File: config.mk
export PLATFORM = sky130hd
export DESIGN_NAME = uart_rx
export DESIGN_NICKNAME = d
export VERILOG_FILES = /design/src/rtl/uart_pkg.sv /design/src/rtl/uart_sync.sv /design/src/rtl/uart_rx.sv
export SDC_FILE = /design/constraint.sdc
export NUM_CORES = 1
export LEC_CHECK = 0
export BUFFER_PORTS_ARGS = -buffer_cell sky130_fd_sc_hd__buf_2
export CAP_MARGIN = 25
export CORE_ASPECT_RATIO = 1.1
export CORE_MARGIN = 3
export CORE_UTILIZATION = 48
export CTS_CLUSTER_DIAMETER = 50
export DETAILED_ROUTE_END_ITERATION = 6
export PLACE_DENSITY = 0.66
export SYNTH_ARGS = -nofsm -noshare
export SYNTH_HDL_FRONTEND = slang
export SYNTH_SLANG_ARGS = --single-unit
File: constraint.sdc
create_clock -name clk -period 4.85 [get_ports clk]
set_input_delay 0.485 -clock clk [delete_from_list [all_inputs] [get_ports clk]]
set_output_delay 0.485 -clock clk [all_outputs]
set_load 0.02 [all_outputs]
File: src/rtl/uart_pkg.sv
// Shared UART definitions: receiver state encoding, bit-timing helper
// and the data width used by both uart_rx and uart_tx.
package uart_pkg;

  localparam int DATA_BITS = 8;

  typedef enum logic [2:0] {
    IDLE,
    START,
    DATA,
    STOP,
    BREAK
  } rx_state_t;

  // Whole clk cycles per serial bit; remainder is dropped.
  function automatic int baud_width(input int clock_speed,
                                    input int baud_rate);
    return clock_speed / baud_rate;
  endfunction

endpackage

File: src/rtl/uart_sync.sv
// Two-flop synchronizer for a single asynchronous input.
// Ports: clk, rst (async, active-high), d (async in), q (synchronized out).
module uart_sync #(
  parameter logic RST_VAL = 1'b1
) (
  input  logic clk,
  input  logic rst,
  input  logic d,
  output logic q
);

  logic meta;

  always_ff @(posedge clk or posedge rst) begin
    if (rst) begin
      meta <= RST_VAL;
      q    <= RST_VAL;
    end else begin
      meta <= d;
      q    <= meta;
    end
  end

endmodule

File: src/rtl/uart_rx.sv
// 8N1 UART receiver: centre-samples start, data and stop bits.
// Ports: clk, rst (async, active-high), rx (serial in, idles high),
//   data (last good byte), rx_valid (1-cycle strobe on new data),
//   frame_err (1-cycle strobe on low stop bit), rx_busy (not IDLE).
module uart_rx
  import uart_pkg::*;
#(
  parameter int BAUD_RATE   = 115_200,
  parameter int CLOCK_SPEED = 50_000_000
) (
  input  logic       clk,
  input  logic       rst,
  input  logic       rx,
  output logic [7:0] data,
  output logic       rx_valid,
  output logic       frame_err,
  output logic       rx_busy
);

  localparam int BAUD_WIDTH = baud_width(CLOCK_SPEED, BAUD_RATE);
  localparam int HALF_WIDTH = BAUD_WIDTH / 2;
  localparam int CNT_W      = $clog2(BAUD_WIDTH);

  localparam logic [CNT_W-1:0] BAUD_LAST = CNT_W'(BAUD_WIDTH - 1);
  localparam logic [CNT_W-1:0] HALF_LAST = CNT_W'(HALF_WIDTH - 1);
  localparam logic [2:0]       IDX_LAST  = 3'(DATA_BITS - 1);

  logic rx_s;

  rx_state_t            state, state_n;
  logic [CNT_W-1:0]     cnt, cnt_n;
  logic [2:0]           idx, idx_n;
  logic [DATA_BITS-1:0] shift, shift_n;
  logic [7:0]           data_n;
  logic                 valid_n, ferr_n;

  uart_sync #(
    .RST_VAL(1'b1)
  ) u_sync (
    .clk(clk),
    .rst(rst),
    .d  (rx),
    .q  (rx_s)
  );

  always_ff @(posedge clk or posedge rst) begin
    if (rst) begin
      state     <= IDLE;
      cnt       <= '0;
      idx       <= '0;
      shift     <= '0;
      data      <= 8'h00;
      rx_valid  <= 1'b0;
      frame_err <= 1'b0;
    end else begin
      state     <= state_n;
      cnt       <= cnt_n;
      idx       <= idx_n;
      shift     <= shift_n;
      data      <= data_n;
      rx_valid  <= valid_n;
      frame_err <= ferr_n;
    end
  end

  always_comb begin
    state_n = state;
    cnt_n   = cnt;
    idx_n   = idx;
    shift_n = shift;
    data_n  = data;
    valid_n = 1'b0;
    ferr_n  = 1'b0;
    unique case (state)
      IDLE: begin
        if (!rx_s) begin
          state_n = START;
          cnt_n   = '0;
        end
      end
      START: begin
        if (cnt == HALF_LAST) begin
          cnt_n = '0;
          idx_n = '0;
          // High at start-bit centre means the edge was a glitch.
          state_n = rx_s ? IDLE : DATA;
        end else begin
          cnt_n = cnt + 1'b1;
        end
      end
      DATA: begin
        if (cnt == BAUD_LAST) begin
          cnt_n        = '0;
          shift_n[idx] = rx_s;
          if (idx == IDX_LAST) state_n = STOP;
          else idx_n = idx + 1'b1;
        end else begin
          cnt_n = cnt + 1'b1;
        end
      end
      STOP: begin
        if (cnt == BAUD_LAST) begin
          cnt_n = '0;
          if (rx_s) begin
            data_n  = shift;
            valid_n = 1'b1;
            state_n = IDLE;
          end else begin
            ferr_n  = 1'b1;
            state_n = BREAK;
          end
        end else begin
          cnt_n = cnt + 1'b1;
        end
      end
      // Wait for the line to go idle so a held-low break
      // is not mistaken for a new start bit.
      BREAK: begin
        if (rx_s) state_n = IDLE;
      end
      default: state_n = IDLE;
    endcase
  end

  assign rx_busy = (state != IDLE);

endmodule

==> key figures, run 1 <==
Outcome
  – Outcome: finished, final reports clean

Timing
  – Setup WS post-layout: 2.70 ns
  – Hold_ws: about 0.22 ns
  – Hold violation count in the final report: 0
  – Unrepaired setup endpoints after global routing: no
  – Final setup violation count: 0
  – Final period util: 44.4%
  – FMAX: around 460 MHz
  – Worst slew pin tran: 0.559 ns
  – Fin crit period: around 2.2 ns
  – Setup TNS: 0 ns
  – Worst Skew: roughly 0.0064 ns
  – Slew HR: a little over three fifths
  – Pins Over Slew Limit: 0

Pwr
  – Peak supply drop: approximately 0.14 mV
  – Switching Fraction: between 20% and 30%
  – Logic pwr share: roughly 1.5%
  – Clock power share: approximately two fifths
  – Sequential share of power: around 58%
  – Internal: ~0.40 mW
  – Lkg Pwr: roughly 0.95 nW
  – Net Sw Power: roughly 0.11 mW
  – Pwr dens: between 200 and 300 nW/um2

Placed design
  – DP Wirelength: 2390 um
  – GPL Wtd Cong: 0.840
  – DP Worst Slack: approximately 2.5 ns
  – I/O Buffers: 13
  – Area of placed instances: around 1900 um2

Clock network
  – Cts repair resizes: 0
  – Setup bufs post-CTS: 0
  – Clock buffer depth: 2
  – Hold_buf cts: 0
  – Worst-path clk slew: 0.11 ns
  – H-tree depth: 2
  – Worst-skew pair later-pin latency: 0.34 ns
  – TritonCTS Buffers: 5
  – CTS Root Cell: clkbuf_4
  – CTS tree: built
  – Sink Count: 35

Layout
  – Post-route cell area: approximately 1900 um2
  – Antenna fix cells: 0
  – Area growth syn-to-layout: 11.2%
  – Share of cells above drive strength 1: 27.7%
  – Fin util: 57.0%
  – Final nets: 184
  – Fill cells: 310

Floorplanning
  – Die H: between 60 and 70 um
  – Row cnt: 22
  – Total die area: 4410 um2
  – DIE WIDTH: roughly 64 um
  – CORE AREA: between 3000 and 4000 um2
  – Initial core utilization: slightly above 50%
  – # IOs: 14

Critical path
  – CP delay by family, top: simple AND/OR/NAND/NOR gates
  – Critical path required time: 5.08 ns
  – WP data arrival: roughly 2.4 ns
  – Setup Crit Path Kind: reg2reg
  – Slowest-stage cell, CP: or3_1
  – CP Buf/Inv Count: 1
  – Slowest stage delay, CP: 0.60 ns
  – CP max FO: 9
  – CP cell instances: inv_1, ha_1, and4bb_2, nand2_2, or3_1, mux2_4
  – Crit Reg-Reg Startpoint: cnt[1]$_DFFE_PP0P_
  – Crit path launch type: flop
  – Critical Path End Type: flop
  – Critical Path Start: cnt[1]$_DFFE_PP0P_

GRT
  – Largest net degree at the start of global routing: 36
  – GR Overflow Total: 0
  – Vias in the first global route: 1272
  – Gr usage total: between 10% and 20%
  – First-pass GRT wire length: 5910 um
  – Initial antenna violation count: 0

Routing
  – Routed WL: between 3000 and 4000 um
  – DR vias: 1254
  – DR pass1 iterations: 4
  – WL per Instance: 15.2 um
  – Iter 0 DRT Violations: 70
  – Antenna-violating nets left: 0
  – Vias per cell: between 5 and 6
  – DRC Markers: 0

Hold path
  – Hold/Removal Path Class: in2async

Logic synthesis
  – Syn avg cell area: 11.1 um2
  – Syn Std Cell Area: about 1800 um2
  – Mapped Cells: around 160
  – Main synth FF type: dfrtp_1
  – Sequential share of the synthesized area: 50.2%
  – Number of synthesized flops with an enable pin: 0
  – #FFs+latches synth: 35
  – Distinct cells, synth: 39
  – Post-synth ARST share: 100%
  – Post-Syn Nets: about 170
  – Synth warn: 0

Run
  – Max_cap viols: 0
==> final timing paths <==
check | endpoint | slack (ns) | cells past startpoint
setup / recovery | data[5]$_DFFE_PP0P_ | 2.70 | 6
hold / removal | cnt[1]$_DFFE_PP0P_ | 0.22 | 3
setup reg to reg | data[5]$_DFFE_PP0P_ | 2.70 | 6
hold reg to reg | u_sync.q$_DFF_PP1_ | 0.36 | 0
max in group asynchronous | u_sync.q$_DFF_PP1_ | 4.29 | 3
min in group clk | u_sync.meta$_DFF_PP1_ | 0.23 | 1
==> power groups by stage <==
stage | Sequential, mW | Clock (mW) | Combinational (mW)
6_report | 0.295 | 0.207 | 0.00744
5_1_grt | 0.296 | 0.232 | 0.00909
4_1_cts | 0.295 | 0.216 | 0.00794
3_5_place_dp | 0.301 | 0 | 0.00797
3_3_place_gp | 0.301 | 0 | 0.00772
2_1_floorplan | 0.300 | 0 | 0.00568
==> cell usage after synthesis, types with 3 or more instances <==
| cell | number | area (um2) |
|---|---|---|
| mux2_2 | 8 | 90.1 |
| o211ai_1 | 3 | 22.5 |
| a21oi_1 | 6 | 30.0 |
| nor2_1 | 5 | 18.8 |
| mux2_4 | 8 | 120 |
| nand3_1 | 6 | 30.0 |
| o21ai_0 | 8 | 40.0 |
| or3_1 | 3 | 18.8 |
| o22ai_1 | 3 | 18.8 |
| nor2b_1 | 3 | 18.8 |
| ha_1 | 5 | 62.6 |
| dfrtp_1 | 33 | 826 |
| nor3_1 | 7 | 35.0 |
| nand2_1 | 17 | 63.8 |
| inv_1 | 9 | 33.8 |
| mux2i_1 | 3 | 30.0 |
==> worst min-delay path: cells and delay by family <==
kind / cells / cell delay (ns)
buffers and inverters: 3 / 0.51
==> kinds of logic after synthesis <==
kind of cell	count (synthesis)	synth area share (%)
simple gates	56	17.7
flops	35	50.2
mux	19	13.7
compound gates	30	11.5
fa+ha+maj	5	3.57
buf+inv	13	3.29
==> per-layer routing <==
layer / GRT usage [%] / part of all wire, %
met5: 0 / 0
met1: 19.5 / 44
met2: 30.0 / 51
met4: 7.19 / 2.1
met3: 4.86 / 3.4
==> registers in the layout (all words and copies together), names as in the netlist <==
| register | cells |
|---|---|
| frame_err | 1 |
| u_sync.meta | 1 |
| u_sync.q | 1 |
| state | 3 |
| rx_valid | 1 |
| shift | 8 |
| data | 8 |
| idx | 3 |
| cnt | 9 |
==> metrics by stage <==
step,cells,power [mW]
global route,225,0.537
CTS,224,0.520
floorplan,158,0.305
detailed placement,216,0.309
global placement,216,0.309
finish,225,0.510
==> cell usage in the layout (no fill, tap or decap), types with 3 or more instances in the layout <==
cell      instances
inv_1             9
nor2_1            5
o21ai_0           8
mux2_2            8
mux2_4            8
nand3_1           6
o22ai_1           3
clkbuf_4          5
nand2_1          17
or3_1             3
a21oi_1           6
nor2b_1           3
buf_2            14
mux2i_1           3
nor3_1            7
o211ai_1          3
dfrtp_1          33
ha_1              5
==> cell type report <==
class | instances | area, um2 | area share, %
clock inverter | 3 | 43.8 | 2.25
clock buffer | 5 | 37.5 | 1.93
inverter | 9 | 33.8 | 1.74
sequential | 35 | 878 | 45.1
tap | 48 | 60.1 | 3.09
multi-input combinational | 110 | 815 | 41.9
timing repair buffer | 15 | 77.6 | 3.99
(Power assumes the default switching activity.)
==> run 2, diff against run 1 <==
clock period = 2 ns   (was 4.85 ns; I/O delays follow)
==> run 2 against run 1 <==
Sequential power is 140% higher; clock skew up 0.0069 ns; register-to-register slack got worse by 2.6 ns; cell count is 4.0% higher; flip-flop and latch count unchanged; maximum frequency is 16% higher; critical path depth did not move; clock power grew 150%; routed wire length is 2.6% lower; core utilization increased by 2.7 points; largest cell class unchanged; largest power group unchanged.
==> key figures, run 2 (synthesis results as in run 1) <==
Outcome
  – Outcome: finished, final reports clean (unchanged)

Critical path
  – CP cell instances: inv_1, ha_1, and4bb_2, nand2_2, or3_4, mux2_4 (was inv_1, ha_1, and4bb_2, nand2_2, or3_1, mux2_4)
  – CP delay by family, top: simple AND/OR/NAND/NOR gates (unchanged)
  – Setup Crit Path Kind: reg2reg (unchanged)
  – Slowest-stage cell, CP: or3_4 (was or3_1)
  – Slowest stage delay, CP: 0.47 ns (was 0.60 ns)
  – CP Buf/Inv Count: 1 (unchanged)
  – Critical Path End Type: flop (unchanged)
  – Crit path launch type: flop (unchanged)
  – WP data arrival: 2.10 ns (was 2.38 ns)
  – Critical path required time: 2.23 ns (was 5.08 ns)
  – CP max FO: 9 (unchanged)

Timing
  – Setup TNS: 0 ns (unchanged)
  – Setup WS post-layout: 0.139 ns (was 2.70 ns)
  – Pins Over Slew Limit: 0 (unchanged)
  – Final period util: 93.1% (was 44.4%)
  – Final setup violation count: 0 (unchanged)
  – Hold violation count in the final report: 0 (unchanged)
  – FMAX: 537 MHz (was 464 MHz)
  – Slew HR: 69.0% (was 62.7%)
  – Fin crit period: 1.86 ns (was 2.15 ns)
  – Worst slew pin tran: 0.463 ns (was 0.559 ns)
  – Worst Skew: 0.0133 ns (was 0.00637 ns)
  – Hold_ws: 0.365 ns (was 0.221 ns)
  – Unrepaired setup endpoints after global routing: no (unchanged)

Layout
  – Antenna fix cells: 0 (unchanged)
  – Most frequent cells in the layout: dfrtp_1, nand2_1, buf_2 (unchanged)
  – Fin util: 59.8% (was 57.0%)
  – Biggest regs: cnt x9, data x8, shift x8 (unchanged)
  – Final nets: 193 (was 184)
  – Most flops, register: cnt (unchanged)
  – Most common cell after layout, fill and taps aside: dfrtp_1 (unchanged)
  – Max reg flops: 9 (unchanged)
  – Area growth syn-to-layout: 16.5% (was 11.2%)
  – Share of cells above drive strength 1: 30.6% (was 27.7%)
  – Finished Layout Cells: 234 (was 225)
  – Fill cells: 319 (was 310)

Placed design
  – DP Worst Slack: -0.0696 ns (was 2.47 ns)
  – I/O Buffers: 13 (unchanged)
  – Post-placement cell count: 224 (was 216)
  – DP Wirelength: 2400 um (was 2390 um)
  – GPL Wtd Cong: 0.825 (was 0.840)

Routing
  – Routed WL: 3320 um (was 3410 um)
  – Antenna-violating nets left: 0 (unchanged)
  – DR vias: 1246 (was 1254)
  – WL per Instance: 14.2 um (was 15.2 um)
  – Vias per cell: 5.32 (was 5.57)
  – DR pass1 iterations: 4 (unchanged)
  – DRC Markers: 0 (unchanged)
  – Iter 0 DRT Violations: 20 (was 70)

Pwr
  – Lkg Pwr: 1.00 nW (was 0.953 nW)
  – Pwr dens: 612 nW/um2 (was 262 nW/um2)
  – Peak supply drop: 0.441 mV (was 0.142 mV)

Floorplanning
  – # IOs: 14 (unchanged)
  – CORE AREA: 3410 um2 (unchanged)
  – Total die area: 4410 um2 (unchanged)
  – Row cnt: 22 (unchanged)
  – DIE WIDTH: 63.6 um (unchanged)
  – Initial core utilization: 51.3% (unchanged)
  – Die H: 69.3 um (unchanged)

GRT
  – Vias in the first global route: 1328 (was 1272)
  – Met1 global-route usage: 19.1% (was 19.5%)
  – Gr usage total: 16.8% (was 17.2%)
  – Largest net degree at the start of global routing: 36 (unchanged)
  – Initial antenna violation count: 0 (unchanged)
  – GR Overflow Total: 0 (unchanged)
  – Layer with the highest usage: met2 (unchanged)
  – GR met2 Demand/Resource: 29.7% (was 30.0%)
  – Met3 Usage GRT: 4.86% (unchanged)
  – First-pass GRT wire length: 5850 um (was 5910 um)

Clock network
  – H-tree depth: 2 (unchanged)
  – CTS tree: built (unchanged)
  – Sink Count: 35 (unchanged)
  – CTS Root Cell: clkbuf_4 (unchanged)
  – Worst-skew pair later-pin latency: 0.34 ns (about the same)
  – Clock buffer depth: 2 (unchanged)
  – Worst-path clk slew: 0.11 ns (about the same)
  – TritonCTS Buffers: 5 (unchanged)

Run
  – Max_cap viols: 0 (unchanged)

Hold path
  – Hold/Removal Path Class: reg2reg (was in2async)
==> run 2: changes by cell type in the layout (fill, tap and decap cells not counted), sizes merged <==
cell / before / now
dlygate4sd3: 0 / 2
buf: 15 / 22
==> run 2: per-layer routing <==
layer / up-vias / share of wire, %
li1: 629 / -
met1: 591 / 46
met2: 20 / 50
met3: 6 / 3.1
met4: 0 / 1.5
met5: - / 0
==> run 2: report_power, final <==
part / switching (mW) / internal [mW] / total [mW] / leakage (nW)
logic: 0.0197 / 0.00745 / 0.0272 / 0.488
clock network: 0.246 / 0.263 / 0.509 / 0.0452
registers: 0.000799 / 0.711 / 0.712 / 0.467
total: 0.266 / 0.981 / 1.25 / 1.00
==> run 2: path summary, 6_finish.rpt <==
check / to / slack [ns] / from / cells after the start
max: data[6]$_DFFE_PP0P_ / 0.14 / cnt[1]$_DFFE_PP0P_ / 6
min: u_sync.q$_DFF_PP1_ / 0.36 / u_sync.meta$_DFF_PP1_ / 0
max reg2reg: data[6]$_DFFE_PP0P_ / 0.14 / cnt[1]$_DFFE_PP0P_ / 6
min reg2reg: u_sync.q$_DFF_PP1_ / 0.36 / u_sync.meta$_DFF_PP1_ / 0
max in group asynchronous: u_sync.meta$_DFF_PP1_ / 1.16 / rst / 4
min in group asynchronous: data[5]$_DFFE_PP0P_ / 0.50 / rst / 4
==> run 2: cell type report <==
cell class / instances / area, um2 / area share (%)
clock buffer: 5 / 37.5 / 1.84
clock inverter: 3 / 43.8 / 2.15
inverter: 9 / 33.8 / 1.66
multi-input combinational: 110 / 833 / 40.9
sequential: 35 / 878 / 43.1
tap: 48 / 60.1 / 2.94
timing repair buffer: 24 / 153 / 7.48
==> run 2: worst register-to-register path, delay by kind of cell (launching register included) <==
kind,cells,cell delay [ns]
adders and majority gates,1,0.15
buffers and inverters,1,0.08
DFF,1,0.39
muxes,1,0.32
and+or+nand+nor,3,0.82
==> run 2: repair_timing <==
action                     CTS  global route
setup endpoints to repair    8             5
hold buffers                 2             0
setup buffers                0             0
hold endpoints to repair    34             0
resized for setup            1             2
==> run 2: metrics by stage <==
stage               power [mW]  instance area (um2)
floorplan                0.740                 1750
global placement         0.750                 1920
detailed placement       0.751                 1920
CTS                       1.26                 2030
global route              1.31                 2040
finish                    1.25                 2040
==> run 3, diff against run 2 <==
CORE_UTILIZATION = 34   (was 48)
PLACE_DENSITY = default   (was 0.66)
SLEW_MARGIN = 20   (was default)
==> run 3 against run 2 <==
Sequential power hardly changed; via count is 3.4% higher; clock-buffer cell count is 1 higher; first-iteration DRC count grew to 3.2 times the previous value; cell count is 3.0% higher; critical path type unchanged; largest cell class unchanged.
==> key figures, run 3 (synthesis results as in run 1) <==
Outcome
  – Outcome: finished, final reports clean (unchanged)

Timing
  – FMAX: 536 MHz (was 537 MHz)
  – Worst Skew: 0.0109 ns (was 0.0133 ns)
  – Pins Over Slew Limit: 0 (unchanged)
  – Worst slew pin tran: 0.443 ns (was 0.463 ns)
  – Fin crit period: 1.87 ns (was 1.86 ns)
  – Unrepaired setup endpoints after global routing: no (unchanged)
  – Final setup violation count: 0 (unchanged)
  – Slew HR: 70.3% (was 69.0%)
  – Hold violation count in the final report: 0 (unchanged)
  – Hold_ws: 0.00309 ns (was 0.365 ns)
  – Setup WS post-layout: 0.134 ns (was 0.139 ns)
  – Final period util: 93.3% (was 93.1%)

Floorplanning
  – Row cnt: 26 (was 22)
  – # IOs: 14 (unchanged)
  – DIE WIDTH: 74.4 um (was 63.6 um)
  – Initial core utilization: 36.4% (was 51.3%)
  – Die H: 81.3 um (was 69.3 um)
  – CORE AREA: 4810 um2 (was 3410 um2)
  – Total die area: 6050 um2 (was 4410 um2)

Hold path
  – Hold/Removal Path Class: in2async (was reg2reg)

Clock network
  – H-tree depth: 2 (unchanged)
  – Setup bufs post-CTS: 0 (unchanged)
  – CTS Root Cell: clkbuf_8 (was clkbuf_4)
  – Clock buffer depth: 2 (unchanged)
  – Hold_buf cts: 0 (was 2)
  – Worst-skew pair later-pin latency: 0.29 ns (was 0.34 ns)
  – Worst-path clk slew: 0.07 ns (was 0.11 ns)
  – Sink Count: 35 (unchanged)
  – TritonCTS Buffers: 5 (unchanged)
  – CTS tree: built (unchanged)

Critical path
  – Critical Path End Type: flop (unchanged)
  – Reg2reg end: data[2]$_DFFE_PP0P_ (was data[6]$_DFFE_PP0P_)
  – Critical path required time: 2.17 ns (was 2.23 ns)
  – Worst R2R Path Depth: 6 (unchanged)
  – CP max FO: 9 (unchanged)
  – Setup Crit Path Kind: reg2reg (unchanged)
  – WP data arrival: 2.03 ns (was 2.10 ns)
  – Crit Reg-Reg Startpoint: cnt[1]$_DFFE_PP0P_ (unchanged)
  – Reg-to-reg slack, setup: 0.13 ns (was 0.14 ns)
  – Crit path launch type: flop (unchanged)

Routing
  – DRC Markers: 0 (unchanged)
  – Vias per cell: 5.34 (was 5.32)
  – Routed WL: 3570 um (was 3320 um)
  – DR pass1 iterations: 4 (unchanged)
  – Iter 0 DRT Violations: 63 (was 20)
  – Antenna-violating nets left: 0 (unchanged)
  – WL per Instance: 14.8 um (was 14.2 um)
  – DR vias: 1288 (was 1246)

Pwr
  – Lkg Pwr: 1.02 nW (was 1.00 nW)
  – Pwr dens: 712 nW/um2 (was 612 nW/um2)
  – Peak supply drop: 0.463 mV (was 0.441 mV)

Placed design
  – I/O Buffers: 13 (unchanged)
  – DP Worst Slack: -0.0473 ns (was -0.0696 ns)
  – DP Wirelength: 2570 um (was 2400 um)
  – Area of placed instances: 1940 um2 (was 1920 um2)
  – GPL Wtd Cong: 0.860 (was 0.825)

GRT
  – Largest net degree at the start of global routing: 36 (unchanged)
  – First-pass GRT wire length: 5980 um (was 5850 um)
  – GR Overflow Total: 0 (unchanged)
  – Gr usage total: 13.2% (was 16.8%)
  – Vias in the first global route: 1307 (was 1328)
  – Initial antenna violation count: 0 (unchanged)

Layout
  – Most frequent cells in the layout: dfrtp_1, nand2_1, buf_2 (unchanged)
  – Most flops, register: cnt (unchanged)
  – Share of cells above drive strength 1: 30.8% (was 30.6%)
  – Max reg flops: 9 (unchanged)
  – Final nets: 192 (was 193)
  – Biggest regs: cnt x9, data x8, shift x8 (unchanged)
  – Most common cell after layout, fill and taps aside: dfrtp_1 (unchanged)
  – Post-route cell area: 2080 um2 (was 2040 um2)
  – Area growth syn-to-layout: 18.9% (was 16.5%)
  – Antenna fix cells: 0 (unchanged)

Run
  – Max_cap viols: 0 (unchanged)
run 3: area by class of cell:
| type | instances | area [um2] |
|---|---|---|
| Multi-Input combinational cell | 110 | 827 |
| Inverter | 9 | 33.8 |
| Fill cell | 471 | 2730 |
| Tap cell | 56 | 70.1 |
| Clock buffer | 6 | 72.6 |
| Sequential cell | 35 | 878 |
| Clock inverter | 2 | 60.1 |
| Timing Repair Buffer | 23 | 140 |
run 3: what timing repair did:
item                                    in CTS  in global routing
endpoints found under the hold margin        0                  0
endpoints found under the setup margin       8                  6
resized for setup                            1                  1
pin swaps                                    0                  0
gates cloned                                 0                  0
run 3: worst max path at each step:
stage,start,end,slack (ns),cells past startpoint
final,cnt[1]$_DFFE_PP0P_,data[2]$_DFFE_PP0P_,0.13,6
after detailed placement,cnt[1]$_DFFE_PP0P_,data[1]$_DFFE_PP0P_,-0.05,6
after floorplan,cnt[1]$_DFFE_PP0P_,data[0]$_DFFE_PP0P_,0.16,7
after global placement,cnt[1]$_DFFE_PP0P_,data[1]$_DFFE_PP0P_,0.02,6
after CTS,cnt[0]$_DFFE_PP0P_,cnt[7]$_DFFE_PP0P_,0.07,6
after global routing,cnt[1]$_DFFE_PP0P_,data[1]$_DFFE_PP0P_,0.05,6
run 3: metrics by stage:
stage | total power [mW] | instances | TNS [ns] | utilization [%]
after floorplan | 0.740 | 158 | 0 | -
after global placement | 0.750 | 233 | 0 | 40.2
after detailed placement | 0.751 | 233 | -0.325 | 40.2
after CTS | 1.50 | 241 | 0 | 43.1
after global routing | 1.55 | 241 | 0 | 43.2
final | 1.48 | 241 | 0 | 43.2
run 3: per-layer routing:
| layer | track usage (%) | share of wire (%) | up-vias |
|---|---|---|---|
| met1 | 15.2 | 45 | 640 |
| met3 | 3.71 | 2.9 | 6 |
| met2 | 22.8 | 51 | 18 |
| met4 | 5.16 | 1.4 | 0 |
| li1 | - | - | 624 |
| met5 | 0 | 0 | - |
run 3: report_power, final:
group	leakage (nW)	switching, mW	internal, mW
logic	0.485	0.0195	0.00490
registers	0.467	0.000816	0.711
clock network	0.0654	0.248	0.498
total	1.02	0.268	1.21
run 3: critical path, stage by stage, from the launching register on:
cell      delay [ns]
dfrtp_1         0.38
inv_1           0.08
ha_1            0.13
and4bb_2        0.27
nand2_2         0.09
or3_4           0.48
mux2_4          0.33
